**src/rtl/custom_protocol_pkg.sv**
```systemverilog
// Framing constants and FSM state type shared by the custom protocol TX and RX,
// so both ends agree on how a frame is laid out on the bus.
package custom_protocol_pkg;

    localparam int unsigned NIB_W_DEF   = 4;
    localparam int unsigned NIBBLES_DEF = 4;

    localparam logic [3:0] SYNC_NIB  = 4'b1111;
    localparam logic [3:0] START_NIB = 4'b0000;

    typedef enum logic [2:0] {
        IDLE,
        SYNC,
        START,
        DATA,
        GAP
    } frame_state_e;

endpackage

```
**src/rtl/custom_protocol_tx.sv**
```systemverilog
// Transmit-side frame generator: accepts a payload into a one-entry pending slot
// and serialises it as SYNC, START and data nibbles with an enforced idle gap.
module custom_protocol_tx
    import custom_protocol_pkg::*;
#(
    parameter int unsigned NIB_W      = NIB_W_DEF,
    parameter int unsigned NIBBLES    = NIBBLES_DEF,
    parameter int unsigned GAP_CYCLES = 5
) (
    input  logic                     clk,
    input  logic                     rst,
    input  logic                     tx_valid,
    input  logic [NIB_W*NIBBLES-1:0] tx_data,
    input  logic                     tx_dir,
    output logic                     tx_ready,
    output logic [NIB_W-1:0]         bus_out,
    output logic                     strobe_out,
    output logic                     dir_out,
    output logic                     busy,
    output logic                     frame_done
);

    localparam int unsigned PAY_W = NIB_W * NIBBLES;
    localparam int unsigned GAP_W = $clog2(GAP_CYCLES + 1);
    localparam int unsigned IDX_W = (NIBBLES > 1) ? $clog2(NIBBLES) : 1;

    localparam logic [GAP_W-1:0] GAP_MAX  = GAP_W'(GAP_CYCLES);
    localparam logic [GAP_W-1:0] GAP_LAST = GAP_W'(GAP_CYCLES - 1);
    localparam logic [GAP_W-1:0] GAP_ONE  = GAP_W'(1);
    localparam logic [IDX_W-1:0] IDX_LAST = IDX_W'(NIBBLES - 1);

    frame_state_e     state_q, state_d;
    logic [PAY_W-1:0] shift_q, shift_d;
    logic [IDX_W-1:0] idx_q, idx_d;
    logic [GAP_W-1:0] gap_q, gap_d;
    logic             dir_q, dir_d;
    logic             pend_full_q, pend_full_d;
    logic [PAY_W-1:0] pend_data_q, pend_data_d;
    logic             pend_dir_q, pend_dir_d;

    logic [NIB_W-1:0] bus_q, bus_d;
    logic             strobe_q, strobe_d;
    logic             dir_out_q, dir_out_d;
    logic             busy_q, busy_d;
    logic             done_q, done_d;
    logic             ready_q, ready_d;

    logic accept;
    logic load;

    assign accept = tx_valid && ready_q;
    assign load   = (state_q == IDLE) && pend_full_q && (gap_q >= GAP_MAX);

    always_ff @(posedge clk or negedge rst) begin
        if (!rst) begin
            state_q     <= IDLE;
            shift_q     <= '0;
            idx_q       <= '0;
            gap_q       <= GAP_MAX;
            dir_q       <= 1'b1;
            pend_full_q <= 1'b0;
            pend_data_q <= '0;
            pend_dir_q  <= 1'b0;
            bus_q       <= '0;
            strobe_q    <= 1'b0;
            dir_out_q   <= 1'b1;
            busy_q      <= 1'b0;
            done_q      <= 1'b0;
            ready_q     <= 1'b1;
        end else begin
            state_q     <= state_d;
            shift_q     <= shift_d;
            idx_q       <= idx_d;
            gap_q       <= gap_d;
            dir_q       <= dir_d;
            pend_full_q <= pend_full_d;
            pend_data_q <= pend_data_d;
            pend_dir_q  <= pend_dir_d;
            bus_q       <= bus_d;
            strobe_q    <= strobe_d;
            dir_out_q   <= dir_out_d;
            busy_q      <= busy_d;
            done_q      <= done_d;
            ready_q     <= ready_d;
        end
    end

    always_comb begin
        state_d     = state_q;
        shift_d     = shift_q;
        idx_d       = idx_q;
        gap_d       = gap_q;
        dir_d       = dir_q;
        pend_full_d = pend_full_q;
        pend_data_d = pend_data_q;
        pend_dir_d  = pend_dir_q;

        if (accept) begin
            pend_full_d = 1'b1;
            pend_data_d = tx_data;
            pend_dir_d  = tx_dir;
        end else if (load) begin
            pend_full_d = 1'b0;
        end

        case (state_q)
            IDLE: begin
                if (load) begin
                    shift_d = pend_data_q;
                    dir_d   = pend_dir_q;
                    state_d = SYNC;
                end
            end
            SYNC:  state_d = START;
            START: begin
                state_d = DATA;
                idx_d   = '0;
            end
            DATA: begin
                shift_d = shift_q << NIB_W;
                idx_d   = idx_q + IDX_W'(1);
                if (idx_q == IDX_LAST) begin
                    state_d = GAP;
                    // Counter holds idle cycles driven so far, the current one included;
                    // the IDLE cycle before the next SYNC completes the gap.
                    gap_d   = GAP_ONE;
                end
            end
            GAP: begin
                if (gap_q != GAP_MAX) gap_d = gap_q + GAP_ONE;
                if (gap_q >= GAP_LAST) state_d = IDLE;
            end
            default: state_d = IDLE;
        endcase
    end

    // Outputs trail the FSM state by one register stage.
    always_comb begin
        bus_d     = '0;
        strobe_d  = 1'b0;
        done_d    = 1'b0;
        busy_d    = (state_q != IDLE);
        dir_out_d = dir_q;
        ready_d   = !pend_full_d;
        case (state_q)
            SYNC: begin
                bus_d    = NIB_W'(SYNC_NIB);
                strobe_d = 1'b1;
            end
            START: begin
                bus_d    = NIB_W'(START_NIB);
                strobe_d = 1'b1;
            end
            DATA: begin
                bus_d    = shift_q[PAY_W-1 -: NIB_W];
                strobe_d = 1'b1;
            end
            GAP:     done_d = (gap_q == GAP_ONE);
            default: ;
        endcase
    end

    assign tx_ready   = ready_q;
    assign bus_out    = bus_q;
    assign strobe_out = strobe_q;
    assign dir_out    = dir_out_q;
    assign busy       = busy_q;
    assign frame_done = done_q;

endmodule

```
**config.mk**
```make
export PLATFORM = sky130hd
export DESIGN_NAME = custom_protocol_tx
export DESIGN_NICKNAME = d
export VERILOG_FILES = /design/src/rtl/custom_protocol_pkg.sv /design/src/rtl/custom_protocol_tx.sv
export SDC_FILE = /design/constraint.sdc
export NUM_CORES = 1
export LEC_CHECK = 0
export ABC_AREA = 1
export BUFFER_PORTS_ARGS = -buffer_cell sky130_fd_sc_hd__buf_2
export CAP_MARGIN = 20
export CORE_MARGIN = 4
export CORE_UTILIZATION = 40
export DETAILED_ROUTE_END_ITERATION = 7
export PLACE_DENSITY = 0.55
export REMOVE_ABC_BUFFERS = 1
export SYNTH_ARGS = -nofsm -noshare
export SYNTH_HDL_FRONTEND = slang
export SYNTH_SLANG_ARGS = --single-unit
export TNS_END_PERCENT = 30
```
**constraint.sdc**
```tcl
create_clock -name clk -period 2.3 [get_ports clk]
set_clock_uncertainty 0.2 [all_clocks]
set_input_delay 0.46 -clock clk [delete_from_list [all_inputs] [get_ports clk]]
set_output_delay 0.46 -clock clk [all_outputs]
set_load 0.01 [all_outputs]
```
==> metrics.yaml, run 1 <==
route:
  ant_nets: 0
  routedLengthMet1_um: 1910
  vias_per_cell: 4.51
  drc_errors: 0
  dr_wl_met3_um: 170
  initialDrtViolationCount: 31
  wl_met2_um: 1700
  post_drt_wl_per_cell_um: 11.4
  first_pass_iters: 4
  via_count: 1514
  top_layer_used: "met4"
  wirelength_um: 3840
synthesis:
  ys_types: 20
  yosysTopAreaCell: "dfrtp_1"
  synth_warnings: 0
  yosys-top-cells-count: "nand2_1 (86), dfrtp_1 (47), nand3_1 (24), mux2_2 (17), inv_1 (13)"
  synth_seq_cells: 52
  syn_inst: 231
  postSynthAreaPerCell_sq_um: 9.83
  synth_area_leaders: "dfrtp_1 (52%), nand2_1 (14%), mux2_2 (8.4%)"
  synth_most_common_cell: "nand2_1"
  syn_area_sq_um: 2270
  synth_edf_count: 0
  netlist.area_leader.share_pct: 51.8
  ys_seq_area_share_pct: 57.6
  synthArstFlopShare_pct: 100
  synth_ff_type: "dfrtp_1"
global_route:
  first_global_vias: 1519
  grt_usage_pct: 12.4
  grt_start_max_net_pins: 35
  antenna_found_initial: 0
  global_route.overflow_total: 0
  grt_pass1_wl_um: 7070
floorplanning:
  pin_count: 29
  coreArea_sq_um: 5510
  floorplan.initialDensity_pct: 41.2
  die_w_um: 83.3
  rows: 27
  die-area_sq_um: 6940
  die_h_um: 83.3
final_layout:
  insertedDiodeCount: 0
  area_growth_pct: 13.5
  drive_above_1_share_pct: 26.9
  finalNonFillerCells: 336
  multi_input_area_sq_um: 837
  regArea_sq_um: 1310
  n_fill_cell: 556
  final_area_sq_um: 2580
  nets: 286
clock_tree:
  clock_latency_ns: 0.30
  cts_resized: 0
  cts_setup_buffers: 0
  numCtsBuffers: 5
  clk_path_buf_depth: 2
  h-tree-depth: 2
  clk_pin_slew_ns: 0.09
  ctsHoldBuffers: 1
  root_buffer: "clkbuf_8"
  cts_tree: "done"
  clock-sinks: 52
timing:
  finalHoldViolations: 0
  finalCritPeriodShare_pct: 77.0
  drv_slew: 0
  fin_crit_ns: 1.77
  slew_headroom_pct: 63.9
  timing.fmax_ghz: 0.564
  setup_viol_count_final: 0
  rsz0062_at_grt: "no"
  tightestPinTransition_ns: 0.540
  tns_ns: 0
placed_design:
  port_buffers: 28
  dpl_cell_area_sq_um: 2470
  dp_hpwl_um: 2650
  place_congestion: 0.788
  placed_cells_incl_taps: 327
worst_setup_path:
  crit_start: "gap_q[0]$_DFFE_PN1P_"
  timing.rr.end: "shift_q[13]$_DFFE_PN0P_"
  crit-reg2reg-launch: "gap_q[0]$_DFFE_PN1P_"
  required_ns: 2.34
  regToRegSetupSlack_ns: 0.53
  cp-start-kind: "register"
  rr_worst_depth: 9
  endpoint: "shift_q[13]$_DFFE_PN0P_"
  critPathKind: "reg -> reg"
  worstPathArrival_ns: 1.81
  crit_path_end_kind: "register"
  cp_max_fo: 19
flow_run:
  drv_cap: 0
power_and_ir_drop:
  p_sw_share_pct: 20.1
  internal_power_mw: 1.20
  switchingPower_mw: 0.304
  p_leak_nw: 1.48
  p_clk_share_pct: 37.0
  peakVddDrop_uv: 259
  finalPower_mw: 1.51
  power_frac_comb_pct: 2.4
  seqPwrFrac_pct: 60.6
  powerDensity_nw_per_um2: 586
min_path:
  hold_class: "reg -> reg"
status:
  status: "completed"
-- area by class of cell --
class	instances	share of cell area, %
Clock buffer	8	3.89
Inverter	15	2.19
Multi-Input combinational cell	157	32.5
Sequential cell	52	50.8
Tap cell	72	3.50
Timing Repair Buffer	32	7.19
-- layer usage --
metal / GRT usage (%) / vias to the layer above
li1: - / 790
met1: 17.4 / 693
met2: 18.7 / 27
met3: 3.57 / 4
met4: 3.57 / 0
met5: 0 / -
-- logic make-up after synthesis --
family	count (synthesis)	synth area share, %
adders and majority gates	3	1.65
xor gates and xnor gates	1	0.386
DFF	52	57.6
muxes	17	8.43
and+or+nand+nor	132	25.4
buffers and inverters	22	5.51
AOI/OAI and AO/OA	4	1.05
-- stage by stage --
| step | utilization [%] | setup slack (ns) | hold slack [ns] |
|---|---|---|---|
| after global placement | 44.8 | 0.603 | 0.163 |
| after detailed placement | 44.8 | 0.546 | 0.161 |
| after global routing | 46.8 | 0.369 | 0.169 |
| final | 46.8 | 0.528 | 0.173 |
| after floorplan | - | 0.738 | -0.0356 |
| after CTS | 46.8 | 0.526 | 0.169 |
-- power by group through the flow --
| stage | Combinational [mW] | Clock (mW) | Sequential [mW] |
|---|---|---|---|
| after floorplan | 0.000325 | 0 | 0.932 |
| after global placement | 0.0375 | 0 | 0.932 |
| after detailed placement | 0.0372 | 0 | 0.932 |
| after CTS | 0.0386 | 0.588 | 0.914 |
| after global routing | 0.0437 | 0.627 | 0.914 |
| final | 0.0366 | 0.558 | 0.914 |
-- worst max-delay path: stages (launching register included) --
cell,delay (ns)
dfstp_2,0.56
ha_1,0.17
inv_1,0.06
nand2_1,0.06
nand2_1,0.07
inv_2,0.12
nand2_4,0.16
nand2_4,0.18
nand2_1,0.07
nand2_1,0.06
-- layout by cell type, fill, tap and decap left out --
master	instances
inv_2	2
nand3_1	24
nand2_2	3
or2_2	1
dlygate4sd3_1	1
nand4_1	1
dfstp_2	5
xor2_1	1
nor2_1	12
clkbuf_1	1
nand2_4	3
dfrtp_1	47
ha_1	3
o21ai_0	3
buf_12	1
clkbuf_8	7
inv_1	13
nand2_1	86
a22o_1	1
buf_2	28
nor2_4	2
mux2_2	17
buf_4	2
-- sequential cells by signal, summed over array words and instances (netlist names), 2 cells and up --
signal / flops
pend_data_q: 16
idx_q: 2
shift_q: 16
gap_q: 3
state_q: 3
bus_out: 4
-- worst min-delay path by stage --
stage / startpoint / endpoint / slack [ns] / cells after the start
after global placement: dir_out_d$_DFFE_PN1P_ / dir_out$_DFF_PN1_ / 0.16 / 0
after detailed placement: dir_out_d$_DFFE_PN1P_ / dir_out$_DFF_PN1_ / 0.16 / 0
after floorplan: rst / bus_out[0]$_DFF_PN0_ / -0.04 / 0
final: dir_out_d$_DFFE_PN1P_ / dir_out$_DFF_PN1_ / 0.17 / 0
after CTS: tx_data[3] / pend_data_q[3]$_DFFE_PN0P_ / 0.17 / 2
after global routing: tx_data[9] / pend_data_q[9]$_DFFE_PN0P_ / 0.17 / 2
(Power assumes the default switching activity.)
==> run 2: changes to the inputs <==
--- a/config.mk
+++ b/config.mk
@@ -11,7 +11,7 @@
 export CORE_MARGIN = 4
 export CORE_UTILIZATION = 40
 export DETAILED_ROUTE_END_ITERATION = 7
-export PLACE_DENSITY = 0.55
+export PLACE_DENSITY = 0.57
 export REMOVE_ABC_BUFFERS = 1
 export SYNTH_ARGS = -nofsm -noshare
 export SYNTH_HDL_FRONTEND = slang
==> constraint.sdc (replaced) <==
create_clock -name clk -period 1.5 [get_ports clk]
set_clock_uncertainty 0.2 [all_clocks]
set_input_delay 0.3 -clock clk [delete_from_list [all_inputs] [get_ports clk]]
set_output_delay 0.3 -clock clk [all_outputs]
set_load 0.01 [all_outputs]
==> metrics.yaml, run 2 (synthesized netlist as in run 1, its figures left out) <==
status:
  status: "finished, violations left"  # was completed
  violations: "setup timing"
worst_setup_path:
  path_depth: 10  # was 9
  cp_top_family: "simple AND/OR/NAND/NOR gates"  # unchanged
  endpoint: "shift_q[14]$_DFFE_PN0P_"  # was shift_q[13]$_DFFE_PN0P_
  cp_max_fo: 6  # was 19
  timing.rr.end: "shift_q[14]$_DFFE_PN0P_"  # was shift_q[13]$_DFFE_PN0P_
  crit_path_end_kind: "register"  # unchanged
  rr_worst_depth: 10  # was 9
  worstPathArrival_ns: 1.51  # was 1.81 ns
  crit_buf_inv: 3  # was 2
  crit-reg2reg-launch: "gap_q[1]$_DFFE_PN0P_"  # was gap_q[0]$_DFFE_PN1P_
  critPathKind: "reg -> reg"  # unchanged
  crit_start: "gap_q[1]$_DFFE_PN0P_"  # was gap_q[0]$_DFFE_PN1P_
  cp_common_cell: "nand2_2"  # was nand2_1
  max_stage_delay_ns: 0.36  # was 0.56 ns
  path_cells: "inv_2 -> ha_4 -> inv_2 -> nand2_2 -> nand2_2 -> clkinv_4 -> nand2_8 -> nand2_8 -> nand2_2 -> nand2_1"  # was ha_1 -> inv_1 -> nand2_1 -> nand2_1 -> inv_2 -> nand2_4 -> nand2_4 -> nand2_1 -> nand2_1
  cp_slowest_cell: "dfrtp_1"  # was dfstp_2
  cp-start-kind: "register"  # unchanged
  regToRegSetupSlack_ns: -0.01  # was 0.53 ns
  required_ns: 1.50  # was 2.34 ns
flow_run:
  drv_cap: 0  # unchanged
timing:
  tightestPinTransition_ns: 0.283  # was 0.540 ns
  rsz0062_at_grt: "yes"  # was no
  timing.fmax_ghz: 0.662  # was 0.564 GHz
  drv_slew: 0  # unchanged
  finalCritPeriodShare_pct: 101  # was 77.0%
  fin_crit_ns: 1.51  # was 1.77 ns
  finalHoldViolations: 0  # unchanged
  slew_headroom_pct: 81.1  # was 63.9%
  tns_ns: -0.0147  # was 0 ns
  setup_viol_count_final: 3  # was 0
  fin_ws_ns: -0.0107  # was 0.528 ns
final_layout:
  final_area_sq_um: 2820  # was 2580 sq um
  area_growth_pct: 24.1  # was 13.5%
  nets: 302  # was 286
  final_common_cell: "nand2_1"  # unchanged
  finalNonFillerCells: 352  # was 336
  drive_above_1_share_pct: 35.7  # was 26.9%
  final_cell_mix: "nand2_1 (79), dfrtp_1 (46), buf_2 (27)"  # was nand2_1 (86), dfrtp_1 (47), buf_2 (28)
  insertedDiodeCount: 0  # unchanged
power_and_ir_drop:
  p_leak_nw: 1.60  # was 1.48 nW
  p_clk_share_pct: 35.6  # was 37.0%
  finalPower_mw: 2.26  # was 1.51 mW
  power_frac_comb_pct: 2.5  # was 2.4%
  p_sw_share_pct: 20.7  # was 20.1%
  internal_power_mw: 1.79  # was 1.20 mW
  seqPwrFrac_pct: 61.9  # was 60.6%
  powerDensity_nw_per_um2: 804  # was 586 nW/um^2
  peakVddDrop_uv: 414  # was 259 uV
  switchingPower_mw: 0.470  # was 0.304 mW
floorplanning:
  floorplan.initialDensity_pct: 41.2  # unchanged
  rows: 27  # unchanged
  die_w_um: 83.3  # unchanged
  pin_count: 29  # unchanged
  die_h_um: 83.3  # unchanged
  coreArea_sq_um: 5510  # unchanged
  die-area_sq_um: 6940  # unchanged
clock_tree:
  root_buffer: "clkbuf_8"  # unchanged
  clk_pin_slew_ns: 0.09  # about the same
  cts_tree: "done"  # unchanged
  clock-sinks: 52  # unchanged
  clk_path_buf_depth: 2  # unchanged
  numCtsBuffers: 5  # unchanged
  clock_latency_ns: 0.30  # about the same
  h-tree-depth: 2  # unchanged
placed_design:
  port_buffers: 28  # unchanged
  dp_hpwl_um: 2670  # was 2650 um
  pre_cts_ws_ns: -0.175  # was 0.546 ns
  dpl_cell_area_sq_um: 2570  # was 2470 sq um
  place_congestion: 0.798  # was 0.788
  placed_cells_incl_taps: 338  # was 327
global_route:
  grt_start_max_net_pins: 53  # was 35
  grt_pass1_wl_um: 7190  # was 7070 um
  antenna_found_initial: 0  # unchanged
  first_global_vias: 1612  # was 1,519
  grt_usage_pct: 12.7  # was 12.4%
  global_route.overflow_total: 0  # unchanged
route:
  first_pass_iters: 4  # unchanged
  wirelength_um: 4170  # was 3840 um
  vias_per_cell: 4.70  # was 4.51
  initialDrtViolationCount: 92  # was 31
  post_drt_wl_per_cell_um: 11.8  # was 11.4 um
  ant_nets: 0  # unchanged
  drc_errors: 0  # unchanged
  via_count: 1654  # was 1,514
min_path:
  hold_class: "in -> reg"  # was reg -> reg
## run 2: cell type report
type,count,area [sq um]
sequential,52,1310
timing repair buffer,45,327
tap,72,90.1
clock buffer,6,82.6
clock inverter,2,10.0
multi-input combinational,160,937
inverter,15,61.3
fill,531,2690
## run 2: how the worst min path moves through the flow
stage | startpoint | to | slack, ns | depth (start not counted)
after floorplan | rst | bus_out[0]$_DFF_PN0_ | -0.20 | 0
after global placement | rst | frame_done$_DFF_PN0_ | 0.12 | 2
after detailed placement | rst | frame_done$_DFF_PN0_ | 0.11 | 2
after CTS | tx_data[8] | pend_data_q[8]$_DFFE_PN0P_ | 0.01 | 2
after global routing | tx_data[2] | pend_data_q[2]$_DFFE_PN0P_ | 0.004 | 2
final | tx_data[6] | pend_data_q[6]$_DFFE_PN0P_ | 0.02 | 2
## run 2: power by group through the flow
stage | Combinational [mW] | Sequential (mW) | Clock [mW]
2_1_floorplan | 0.000498 | 1.43 | 0
3_3_place_gp | 0.0573 | 1.43 | 0
3_5_place_dp | 0.0578 | 1.43 | 0
4_1_cts | 0.0598 | 1.40 | 0.839
5_1_grt | 0.0658 | 1.40 | 0.913
6_report | 0.0565 | 1.40 | 0.806
## run 2: repair_timing
action / 4_1_cts / 5_1_grt
endpoints found under the hold margin: 47 / 0
hold buffers: 1 / 0
setup endpoints to repair: 19 / 25
pin swaps: 7 / 5
buffers inserted: 0 / 2
gates cloned: 3 / 0
resized for setup: 12 / 9
## run 2: metrics by stage
stage	util (%)	hold WS [ns]
5_1_grt	51.1	0.00385
6_report	51.1	0.0227
3_3_place_gp	46.7	0.116
2_1_floorplan	-	-0.196
3_5_place_dp	46.7	0.114
4_1_cts	50.2	0.0125
## run 2: routing by layer
layer / wire length (um) / part of all wire, % / vias up / global-route usage, %
li1: - / - / 831 / -
met1: 1960 / 47 / 795 / 16.6
met2: 1990 / 48 / 23 / 20.3
met3: 158 / 3.8 / 5 / 3.47
met4: 67 / 1.6 / 0 / 4.46
met5: 0 / 0 / - / 0
